## src/rtl/key_filter.sv

```systemverilog
// Debounces an active-low push-button into press/release pulses,
// a stable level and a press-toggled LED.
module key_filter #(
  parameter int CNT_MAX = 999_999,
  parameter int CNT_W   = 20
) (
  input  logic sys_clk,
  input  logic sys_rst,
  input  logic key_in,
  output logic key_flag,
  output logic release_flag,
  output logic key_state,
  output logic led_out
);

  typedef enum logic [1:0] {
    IDLE,
    PRESS_FILTER,
    DOWN,
    RELEASE_FILTER
  } state_e;

  localparam logic [CNT_W-1:0] CntLast = CNT_W'(CNT_MAX - 1);

  state_e           state_q, state_d;
  logic [CNT_W-1:0] cnt_q, cnt_d;
  logic             sync1_q, sync2_q;
  logic             kflag_q, kflag_d;
  logic             rflag_q, rflag_d;
  logic             kstate_q, kstate_d;
  logic             led_q, led_d;

  // Two-flop synchroniser; idles high so reset looks like a released key
  always_ff @(posedge sys_clk) begin
    if (sys_rst) begin
      sync1_q <= 1'b1;
      sync2_q <= 1'b1;
    end else begin
      sync1_q <= key_in;
      sync2_q <= sync1_q;
    end
  end

  // Filter state, counter and registered outputs
  always_ff @(posedge sys_clk) begin
    if (sys_rst) begin
      state_q  <= IDLE;
      cnt_q    <= '0;
      kflag_q  <= 1'b0;
      rflag_q  <= 1'b0;
      kstate_q <= 1'b1;
      led_q    <= 1'b0;
    end else begin
      state_q  <= state_d;
      cnt_q    <= cnt_d;
      kflag_q  <= kflag_d;
      rflag_q  <= rflag_d;
      kstate_q <= kstate_d;
      led_q    <= led_d;
    end
  end

  // Next-state logic: any bounce in a filter state restarts from scratch
  always_comb begin
    state_d  = state_q;
    cnt_d    = cnt_q;
    kflag_d  = 1'b0;
    rflag_d  = 1'b0;
    kstate_d = kstate_q;
    led_d    = led_q;
    unique case (state_q)
      IDLE: begin
        if (!sync2_q) begin
          state_d = PRESS_FILTER;
          cnt_d   = '0;
        end
      end
      PRESS_FILTER: begin
        if (sync2_q) begin
          state_d = IDLE;
          cnt_d   = '0;
        end else if (cnt_q == CntLast) begin
          state_d  = DOWN;
          cnt_d    = '0;
          kflag_d  = 1'b1;
          kstate_d = 1'b0;
          led_d    = ~led_q;
        end else begin
          cnt_d = cnt_q + 1'b1;
        end
      end
      DOWN: begin
        if (sync2_q) begin
          state_d = RELEASE_FILTER;
          cnt_d   = '0;
        end
      end
      RELEASE_FILTER: begin
        if (!sync2_q) begin
          state_d = DOWN;
          cnt_d   = '0;
        end else if (cnt_q == CntLast) begin
          state_d  = IDLE;
          cnt_d    = '0;
          rflag_d  = 1'b1;
          kstate_d = 1'b1;
        end else begin
          cnt_d = cnt_q + 1'b1;
        end
      end
    endcase
  end

  assign key_flag     = kflag_q;
  assign release_flag = rflag_q;
  assign key_state    = kstate_q;
  assign led_out      = led_q;

endmodule

```

## config.mk

```make
export PLATFORM = sky130hd
export DESIGN_NAME = key_filter
export DESIGN_NICKNAME = d
export VERILOG_FILES = /design/src/rtl/key_filter.sv
export SDC_FILE = /design/constraint.sdc
export NUM_CORES = 1
export LEC_CHECK = 0
export CORE_MARGIN = 2
export CORE_UTILIZATION = 50
export DETAILED_ROUTE_END_ITERATION = 8
export GPL_TIMING_DRIVEN = 0
export PLACE_DENSITY = 0.71
export SLEW_MARGIN = 30
export SYNTH_ARGS = -nofsm -noshare
export SYNTH_HDL_FRONTEND = slang
export SYNTH_SLANG_ARGS = --single-unit
```

## constraint.sdc

```tcl
create_clock -name sys_clk -period 1.7 [get_ports sys_clk]
set_input_delay 0.255 -clock sys_clk [delete_from_list [all_inputs] [get_ports sys_clk]]
set_output_delay 0.255 -clock sys_clk [all_outputs]
set_load 0.01 [all_outputs]
```

==> key figures, run 1 <==
Place
  – Placer congestion estimate: 0.943
  – Placed cell area: between 1000 and 1500 sq um
  – # placed instances: between 200 and 250
  – Port Buf Inserts: 6
  – Post-DP HPWL: between 2 and 2.5 mm

Synth
  – Post-Syn Instances: between 150 and 200
  – Most frequent cells after synthesis: dfxtp_1, nand2_1, a21oi_1
  – Ys Warns: 0
  – Synth area leader: dfxtp_1
  – Post-synth top flop: dfxtp_1
  – Synth Area per Inst: about 8 sq um
  – Count leader, synth: dfxtp_1
  – Synth Cell Area: approximately 1400 sq um
  – #FFs+latches synth: 28
  – Post-synthesis cell type count: 38
  – Sequential cell area fraction in the yosys report: 0.402
  – Post-synth top area share: 0.402
  – EDFF count, synth: 0
  – Synth area leaders: dfxtp_1, nand2_1, a21oi_1
  – Mapped Nets: ~180
  – Post-synth ARST share: 0

Clock network
  – Num Clock Sinks: 28
  – CTS Hold Bufs: 0
  – CTS clock-pin slew for the worst setup and hold paths: approximately 150 ps
  – Inserted Clock Buffers: 3
  – Clk_lat worst skew: 340 ps
  – Max clock buf depth: 2
  – H-tree level count: 1
  – CTS tree: yes
  – Root buf cell: clkbuf_4

Route
  – Top sig layer: met4
  – Routed wl met2: 1.70 mm
  – Initial DRC count: ~70
  – Routed WL per cell: 15.5 microns
  – Drt drc: 0
  – Drt first pass iters: 4
  – Met3 wire length: ~170 microns
  – Vias per inst: roughly 6.1
  – M1 WL: 1.59 mm
  – Antenna-violating nets left: 0
  – Final Routed Wirelength: approximately 3.5 mm
  – Routed via count: approximately 1400

Power and ir drop
  – Pleak: around 0.0006 uW
  – Peak supply drop: roughly 0.00050 V
  – Cell Pwr Density: 562 nW/um^2

Worst setup path
  – Startpoint types: register
  – Worst R2R Path Depth: 6
  – Reg2Reg Capture Point: cnt_q[18]
  – Worst Setup SP: cnt_q[1]
  – Worst EP arrival: roughly 2000 ps
  – Slowest cell delay on critical path: ~470 ps
  – Crit path cell chain: ha_4, and4b_1, and4_4, a21o_4, or4_1, nand3_1
  – FF-to-FF Start: cnt_q[1]
  – CP max stage cell: or4_1
  – Critical Path End Type: register
  – Critical Path RT: between 1500 and 2000 ps
  – Flop2flop setup slack: -9 ps
  – Worst Path Class, Setup: register to register
  – Crit path max fanout: 5

STA
  – Minimum clock period: about 1700 ps
  – Period Utilization, post-route: 1.01
  – WHS: ~440 ps
  – Tightest Pin Transition: about 630 ps
  – Final worst setup slack: -8.74 ps
  – Slew Viols, Final: 0
  – Hold Vio Cnt, Final: 0
  – Relative slew slack: 0.578
  – Clock skew: ~17 ps
  – Max Fclk: 585 MHz
  – RSZ-0062 raised after global routing: yes
  – Number of setup violations in the final report: 1

Outcome
  – Failing checks: setup timing
  – Status: finished with violations

Min path
  – Hold path start: sync1_q
  – Hold Path Class: register to register
  – WHS Path Cells: 1
  – Worst hold endpoint: sync2_q

Layout
  – Area grow syn2layout: 27.2%
  – Post-route cell area: between 1500 and 2000 sq um
  – # diodes: 0
  – Nets: 202
  – Share of layout cells above drive strength 1: 0.282
  – Post-route insts no fill: ~230
  – Core Util, Final: 0.654
  – Layout fillers: roughly 230

Global route
  – GRT Total Usage: 0.222
  – GRT overflow: 0
  – First-pass GRT wire length: 5.65 mm
  – Initial antenna violation count: 0
  – Largest net degree at the start of global routing: 15
  – Vias in the first global route: 1316

Floorplan
  – DIE WIDTH: roughly 57 microns
  – Row Count: 19
  – Initial Util: 0.514
  – Core area: about 2700 sq um
  – Die Area: around 3200 sq um
  – Die height: approximately 57 microns
  – Io pins: 7

Run
  – Max-cap violations: 0
==> per-layer routing <==
| metal | up-vias | global-route usage |
|---|---|---|
| met1 | 647 | 0.282 |
| li1 | 678 | - |
| met5 | - | 0 |
| met2 | 38 | 0.369 |
| met3 | 5 | 0.0230 |
| met4 | 0 | 0.116 |
==> area by class of cell <==
cell class / instances / area [sq um] / area share
Buffer: 3 / 22.5 / 0.0127
Clock buffer: 3 / 22.5 / 0.0127
Inverter: 8 / 30.0 / 0.0169
Multi-Input combinational cell: 133 / 898 / 0.507
Sequential cell: 28 / 592 / 0.334
Tap cell: 31 / 38.8 / 0.0219
Timing Repair Buffer: 20 / 169 / 0.0953
==> cells in the final DEF (no fill, tap or decap), types with 6 or more instances in the layout <==
| cell type | Yosys | layout |
|---|---|---|
| a31oi_1 | 11 | 11 |
| dfxtp_2 | 0 | 10 |
| a21oi_1 | 14 | 14 |
| nand4_1 | 7 | 7 |
| clkdlybuf4s50_1 | 0 | 6 |
| nand2_1 | 22 | 22 |
| o21ai_0 | 7 | 6 |
| dfxtp_1 | 28 | 13 |
| buf_4 | 1 | 14 |
| nor2_1 | 13 | 12 |
| inv_1 | 8 | 7 |
| nand3_1 | 12 | 10 |
==> how the worst max path moves through the flow <==
stage	depth (start not counted)	to	slack [ps]
floorplan	7	cnt_q[18]	6
global placement	5	cnt_q[16]	-460
detailed placement	8	cnt_q[7]	-200
CTS	7	cnt_q[18]	-10
global route	5	key_state	-120
finish	6	cnt_q[18]	-9
==> state kept, by name, indices dropped and copies added (netlist names), named ones only <==
signal,flops
sync1_q,1
key_state,1
sync2_q,1
key_flag,1
state_q,1
led_out,1
cnt_q,20
release_flag,1
==> stage by stage <==
stage               setup TNS (ps)  setup WS (ps)  power [uW]
global placement             -4830           -455         729
floorplan                        0           6.39         713
CTS                          -10.6          -10.6         996
global route                  -276           -117        1020
detailed placement           -2720           -202         732
finish                       -8.74          -8.74         996
==> where the power goes <==
| group | internal, uW | total [uW] | switching [uW] |
|---|---|---|---|
| combinational | 20.9 | 58.6 | 37.7 |
| sequential | 653 | 659 | 6.22 |
| clock | 83.5 | 278 | 195 |
==> repair_timing <==
item	4_1_cts	5_1_grt
gates resized for setup	17	26
setup buffers	7	7
endpoints found under the hold margin	0	0
pin swaps	8	10
endpoints found under the setup margin	24	18
==> worst max-delay path: cells and delay by family, from the launching register on <==
family / cells / cell delay [ps]
adders and majority gates: 1 / 160
AOI/OAI and AO/OA: 1 / 230
DFF: 1 / 390
and+or+nand+nor: 4 / 900
==> cells by family (layout without fill, tap and decap cells) <==
logic type,Yosys count,count (layout),share of synthesized area
AND/OR/NAND/NOR,83,83,0.318
AO/OA/AOI/OAI,41,41,0.175
flip-flops,28,28,0.402
buffers and inverters,12,34,0.0368
XOR/XNOR,6,6,0.0431
adder cells (fa/ha/maj),2,2,0.0180
multiplexers,1,1,0.00718
(Power assumes the default switching activity.)
==> inputs of run 2 (changes only) <==
CAP_MARGIN = 20   (was default)
CORE_MARGIN = default   (was 2)
SKIP_LAST_GASP = 1   (was default)
==> key figures, run 2 (synthesized netlist as in run 1, its figures left out) <==
Layout
  – Nets: 205
  – Layout fillers: around 200
  – Core Util, Final: 0.720
  – Share of layout cells above drive strength 1: 0.313
  – Post-route cell area: between 1500 and 2000 sq um
  – Most flops, register: cnt_q
  – # diodes: 0
  – Commonest non-fill, non-tap cell in the layout: nand2_1
  – Post-route insts no fill: 228
  – Max reg flops: 20
  – Area grow syn2layout: 31.4%
  – Commonest non-fill, non-tap cells in the layout: nand2_1, dfxtp_1, a21oi_1, buf_4, nor2_1

STA
  – RSZ-0062 raised after global routing: yes
  – Max Fclk: 571 MHz
  – Slew Viols, Final: 0
  – Relative slew slack: 0.505
  – Clock skew: approximately 2.3 ps
  – Final worst setup slack: -52.5 ps
  – Tightest Pin Transition: roughly 740 ps
  – Minimum clock period: ~1800 ps
  – Period Utilization, post-route: 1.03
  – Number of setup violations in the final report: 5
  – Hold Vio Cnt, Final: 0

Outcome
  – Failing checks: setup timing
  – Status: finished with violations

Worst setup path
  – Crit path max fanout: 5
  – Worst Path Class, Setup: register to register
  – Reg2Reg Capture Point: cnt_q[18]
  – Slowest cell delay on critical path: 480 ps
  – Critical Path End Type: register
  – Worst Setup SP: cnt_q[0]
  – CP max stage cell: or4_4
  – Startpoint types: register
  – FF-to-FF Start: cnt_q[0]
  – Worst EP arrival: just over 2000 ps
  – Flop2flop setup slack: -50 ps
  – Critical Path RT: 1980 ps
  – Worst R2R Path Depth: 7
  – Crit path to: cnt_q[18]
  – Crit path cell chain: inv_2, ha_4, and4b_1, and4_4, a21o_4, or4_4, nand3_2

Clock network
  – H-tree level count: 1
  – Num Clock Sinks: 28
  – Root buf cell: clkbuf_4
  – Clk_lat worst skew: between 300 and 400 ps
  – Inserted Clock Buffers: 3
  – Max clock buf depth: 2
  – CTS clock-pin slew for the worst setup and hold paths: approximately 140 ps
  – CTS tree: yes

Floorplan
  – Initial Util: 0.548
  – Core area: between 2000 and 3000 sq um
  – DIE WIDTH: between 50 and 60 microns
  – Die height: 54.8 microns
  – Row Count: 18
  – Io pins: 7
  – Die Area: about 3000 sq um

Route
  – Antenna-violating nets left: 0
  – Routed WL per cell: between 15 and 20 microns
  – Drt first pass iters: 4
  – Routed via count: roughly 1400
  – Final Routed Wirelength: between 3 and 4 mm
  – Vias per inst: just over 6
  – Drt drc: 0
  – Initial DRC count: ~70

Global route
  – Largest net degree at the start of global routing: 15
  – GRT overflow: 0
  – Vias in the first global route: 1224
  – GRT Total Usage: 0.263
  – Initial antenna violation count: 0
  – First-pass GRT wire length: roughly 5.6 mm

Power and ir drop
  – Pleak: 0.000624 uW
  – Peak supply drop: roughly 0.00048 V
  – Cell Pwr Density: approximately 540 nW/um^2
  – Overall power: between 900 and 1000 uW

Place
  – Port Buf Inserts: 6
  – Post-DP HPWL: ~2.3 mm
  – Placer congestion estimate: 0.941
  – # placed instances: roughly 210
  – Placed cell area: about 1500 sq um

Min path
  – Hold Path Class: register to register

Run
  – Max-cap violations: 0
==> run 2: worst min-delay path by stage <==
stage / from / endpoint / slack [ps] / cells after the start
after CTS: sync1_q / sync2_q / 440 / 1
final: sync1_q / sync2_q / 430 / 1
after detailed placement: sync1_q / sync2_q / 400 / 1
after floorplan: key_in / sync1_q / 360 / 1
after global placement: sync1_q / sync2_q / 390 / 1
after global routing: key_in / sync1_q / 470 / 2
==> run 2: routing by layer <==
metal | global-route usage | vias to the layer above | part of all wire
met4 | 0.0684 | 0 | 0.0072
met1 | 0.344 | 651 | 0.44
met3 | 0.0611 | 8 | 0.057
li1 | - | 681 | -
met5 | 0 | - | 0
met2 | 0.426 | 56 | 0.50
==> run 2: power breakdown <==
group,switching (uW),internal [uW],leakage [uW],total (uW)
logic,38.0,21.3,0.000378,59.4
registers,6.09,658,0.000233,664
clock network,188,83.4,0.0000138,272
==> run 2: layout make-up <==
| class | count | area (sq um) | share of cell area |
|---|---|---|---|
| inverters | 8 | 30.0 | 0.0164 |
| flip-flops and latches | 28 | 581 | 0.317 |
| clock buffers | 3 | 22.5 | 0.0123 |
| plain buffers | 4 | 37.5 | 0.0205 |
| multi-input cells | 133 | 932 | 0.509 |
| well taps | 30 | 37.5 | 0.0205 |
| repair buffers | 22 | 191 | 0.105 |
==> run 2: critical path: cells and delay by family (launching register included) <==
| kind | cells | cell delay [ps] |
|---|---|---|
| adder cells (fa/ha/maj) | 1 | 160 |
| AND/OR/NAND/NOR | 4 | 890 |
| flip-flops | 1 | 370 |
| buffers and inverters | 1 | 60 |
| AO/OA/AOI/OAI | 1 | 240 |
==> run 2: timing repair <==
action	CTS	global route
hold buffers	0	0
cloned	0	1
endpoints found under the setup margin	16	22
buffers inserted	8	7
pin swaps	3	14
gates resized for setup	17	35
==> run 2: per-stage QoR <==
stage                     hold WS (ps)  worst slack [ps]  TNS (ps)
after floorplan                    359              6.39         0
after global placement             393              -475     -4790
after detailed placement           400              -183     -2560
after CTS                          437             -75.0     -75.0
after global routing               469              -150      -878
final                              435             -52.5      -127
==> inputs of run 3 (changes only) <==
PLACE_DENSITY = 0.74   (was 0.71)
==> key figures, run 3 (synthesized netlist as in run 1, its figures left out) <==
STA
  – Number of setup violations in the final report: 4
  – Fin Setup TNS: -47.3 ps
  – WHS: approximately 430 ps
  – RSZ-0062 raised after global routing: yes
  – Relative slew slack: 0.579
  – Final worst setup slack: -23.6 ps
  – Period Utilization, post-route: 1.01
  – Slew Viols, Final: 0
  – Minimum clock period: 1720 ps
  – Clock skew: about 5.4 ps
  – Hold Vio Cnt, Final: 0
  – Max Fclk: a little under 600 MHz
  – Tightest Pin Transition: ~630 ps

Clock network
  – Clk_lat worst skew: about 350 ps
  – H-tree level count: 1
  – CTS tree: yes
  – Max clock buf depth: 2
  – Num Clock Sinks: 28
  – CTS Hold Bufs: 0
  – Root buf cell: clkbuf_4
  – CTS clock-pin slew for the worst setup and hold paths: roughly 160 ps
  – Inserted Clock Buffers: 3

Outcome
  – Status: finished with violations
  – Failing checks: setup timing

Route
  – Drt drc: 0
  – Routed WL per cell: 16.3 microns
  – Vias per inst: approximately 6.3
  – Antenna-violating nets left: 0
  – Drt first pass iters: 5
  – Routed via count: 1435
  – Final Routed Wirelength: 3.73 mm
  – Initial DRC count: 77

Power and ir drop
  – Cell Pwr Density: 649 nW/um^2
  – Pleak: approximately 0.00061 uW
  – Peak supply drop: ~0.0006 V

Worst setup path
  – Crit path cell chain: inv_4, ha_4, nor3b_1, nand4_1, or3_4, nor2b_1, o31ai_1
  – Critical Path RT: 1980 ps
  – Startpoint types: register
  – CP max stage cell: or3_4
  – Worst EP arrival: roughly 2000 ps
  – Worst R2R Path Depth: 7
  – Worst Path Class, Setup: register to register
  – Critical Path End Type: register
  – Crit path max fanout: 3
  – Slowest cell delay on critical path: 400 ps

Layout
  – Area grow syn2layout: 29.4%
  – Core Util, Final: 0.708
  – Area of the multi-input gates: 880 sq um
  – Most flops, register: cnt_q
  – Max reg flops: 20
  – Commonest non-fill, non-tap cell in the layout: nand2_1
  – Reg area: roughly 600 sq um
  – Layout fillers: 181
  – # diodes: 0
  – Commonest non-fill, non-tap cells in the layout: nand2_1, dfxtp_1, buf_4
  – Share of layout cells above drive strength 1: 0.266
  – Nets: 205

Floorplan
  – Die height: 54.8 microns
  – Core area: approximately 2500 sq um
  – Initial Util: 0.548
  – Die Area: 3000 sq um
  – DIE WIDTH: 54.8 microns
  – Row Count: 18
  – Io pins: 7

Min path
  – WHS Path Cells: 1
  – Hold Path Class: register to register

Run
  – Max-cap violations: 0

Global route
  – Initial antenna violation count: 0
  – GRT overflow: 0
  – Largest net degree at the start of global routing: 17
  – GRT Total Usage: 0.240
  – First-pass GRT wire length: 5.15 mm
  – Vias in the first global route: roughly 1100

Place
  – Port Buf Inserts: 6
  – Placer congestion estimate: 0.866
  – Post-DP HPWL: approximately 2.2 mm
==> run 3: what timing repair did <==
item | CTS | global route
setup buffers | 4 | 13
endpoints found under the setup margin | 17 | 19
gates resized for setup | 13 | 23
gates cloned | 0 | 0
pin swaps | 7 | 12
==> run 3: area by class of cell <==
class / count / area share
inverters: 8 / 0.0180
well taps: 30 / 0.0208
clock buffers: 3 / 0.0125
clock inverters: 1 / 0.0167
repair buffers: 23 / 0.106
plain buffers: 3 / 0.0146
multi-input cells: 133 / 0.488
flip-flops and latches: 28 / 0.323
==> run 3: final timing paths <==
path	start	to	slack, ps
hold / removal	sync1_q	sync2_q	430
hold reg to reg	sync1_q	sync2_q	430
setup / recovery	cnt_q[0]	key_state	-20
setup reg to reg	cnt_q[0]	key_state	-20
==> run 3: critical path: cells and delay by family (launching register included) <==
family / cells / cell delay, ps
AND/OR/NAND/NOR: 4 / 900
flip-flops: 1 / 390
AO/OA/AOI/OAI: 1 / 180
adder cells (fa/ha/maj): 1 / 120
buffers and inverters: 1 / 60
==> run 3: power breakdown <==
group,total (uW),switching [uW],internal [uW],leakage (uW)
Combinational,58.3,36.9,21.4,0.000353
Clock,450,211,239,0.0000279
Sequential,662,6.65,655,0.000232
Total,1170,255,916,0.000613
==> run 3: stage by stage <==
step | cell area (sq um) | power [uW] | worst slack, ps | cells
3_5_place_dp | 1500 | 731 | -199 | 209
2_1_floorplan | 1400 | 713 | 6.39 | 173
5_1_grt | 1800 | 1200 | -116 | 229
3_3_place_gp | 1490 | 729 | -426 | 209
6_report | 1800 | 1170 | -23.6 | 229
4_1_cts | 1630 | 1160 | -61.2 | 217
==> run 3: metal layers <==
metal,wire (microns),track usage,vias up
li1,-,-,688
met3,232,0.0361,10
met5,0,0,-
met4,87,0.0855,0
met1,1630,0.332,681
met2,1780,0.373,56
==> edit, RTL diff (flow settings as in run 2) <==
Reset style: asynchronous (`sys_rst`), changed in 2 clocked blocks. Comments in the files are not updated.
--- a/src/rtl/key_filter.sv
+++ b/src/rtl/key_filter.sv
@@ -33,3 +33,3 @@
   // Two-flop synchroniser; idles high so reset looks like a released key
-  always_ff @(posedge sys_clk) begin
+  always_ff @(posedge sys_clk or posedge sys_rst) begin
     if (sys_rst) begin
@@ -44,3 +44,3 @@
   // Filter state, counter and registered outputs
-  always_ff @(posedge sys_clk) begin
+  always_ff @(posedge sys_clk or posedge sys_rst) begin
     if (sys_rst) begin
Formal check against the unedited RTL: same outputs for any inputs over 10 cycles, from zero or initial values and one cycle with sys_rst high; that may be too few to reach the edited logic, so the function may still have changed.
==> edit against run 2 <==
The run still ends with setup timing left; synthesized cell count is 4.6% lower; worst hold slack worse by 170 ps; die area increased by 8.6%; area after synthesis increased by 9.0%; first-iteration DRC count fell by 9.9%; setup slack worse by 130 ps; sequential share of layout area grew 3.7 points; cell area is 9.6% higher; routed wire length increased by 1.7%; sequential cell count stayed put; critical endpoint is now cnt_q[15].
Power is not compared: it rests on default switching activity, and its combinational part moved more than twofold at a synthesized area within 25%.
==> edit: results (changes against run 2) <==
GRT
  – Number of global-route vias before repair: 1,438 (+17%)
  – Overall routing resource usage: 24.3% (-1.9 points)

Critical path
  – Largest driver fanout on the critical path: 6 (+1)
  – Startpoint of the worst register-to-register path: cnt_q[0]
  – Maximum single-stage delay on the critical path: 460 ps (-20 ps)
  – Cell with the largest stage delay on the worst path: sky130_fd_sc_hd__dfrtp_2

Yosys
  – Avg Cell Area, Syn: 9.21 sq um (+14%)
  – Total nets after synthesis: 170 (-4.5%)
  – Sequential cell area fraction in the yosys report: 46.4% (+6.2 points)
  – Post-Synthesis Cell Area: 1520 sq um (+9.0%)
  – Fraction of synthesis flops using an asynchronous set or reset pin: 100% (+100 points)

Cells and area
  – Proportion of layout cells with a drive suffix above 1: 37.3% (+6.0 points)
  – Share of cell area taken by multi-input logic gates: 45.5% (-5.4 points)
  – Buffers excl. clock: 31 (+19%)
  – Fraction of area in registers: 35.3% (+3.7 points)
  – Non-clock buffer contribution to total cell area: 12.9% (+0.41 points)
  – Number of ordinary inverters in the final layout: 9 (+1)

Drt
  – Drt via density: 6.25 (+2.1%)
  – Routed wire length per instance: 17.0 um (+3.5%)

Run status
  – Status: finished with violations
  – Violations in the final reports: setup timing

Placement
  – Area after DPL: 1640 sq um (+9.5%)

Clocking
  – Number of post-CTS setup repair buffers: 11 (+3)

STA
  – Final worst-path setup slack: -187 ps (-134 ps)
  – Setup violators final: 23 (+18)
## edit: where the power goes
| part | switching, W | internal (W) |
|---|---|---|
| logic | 0.000611 | 0.000459 |
| registers | 0.0000655 | 0.000723 |
| clock network | 0.000213 | 0.000239 |
## edit: cells by family (layout without fill, tap and decap cells)
| kind of cell | after synthesis | in the layout | synth area share (%) |
|---|---|---|---|
| XOR/XNOR | 4 | 4 | 2.31 |
| AND/OR/NAND/NOR | 74 | 74 | 29.2 |
| flip-flops | 28 | 28 | 46.4 |
| buffers and inverters | 17 | 44 | 4.78 |
| adder cells (fa/ha/maj) | 2 | 2 | 1.65 |
| multiplexers | 1 | 1 | 0.659 |
| AO/OA/AOI/OAI | 39 | 40 | 15.1 |
## edit: final timing paths
| kind | to | slack [ps] | cells past startpoint |
|---|---|---|---|
| worst min-delay path | async pin | 270 | 2 |
| worst max register to register | cnt_q[15] | -190 | 8 |
| worst max-delay path | cnt_q[15] | -190 | 8 |
| max in group asynchronous | cnt_q[13] | 1010 | 2 |
| min in group sys_clk | sync1_q | 290 | 1 |
| worst min register to register | sync2_q | 370 | 0 |
## edit: stage by stage
stage / utilization (%) / total power [W] / worst slack [ps] / hold slack, ps
floorplan: - / 0.00124 / -17.1 / 259
global placement: 58.5 / 0.00142 / -302 / 347
global route: 71.5 / 0.00243 / -305 / 289
detailed placement: 58.5 / 0.00144 / -331 / 351
CTS: 67.6 / 0.00222 / -191 / 291
finish: 71.5 / 0.00231 / -187 / 267
## edit: routing by layer
layer,up-vias,wire length [um],GRT usage [%]
met2,43,1970,41.2
met3,7,163,2.95
met1,694,1610,30.6
met4,0,66,12.9
met5,-,0,0
li1,656,-,-
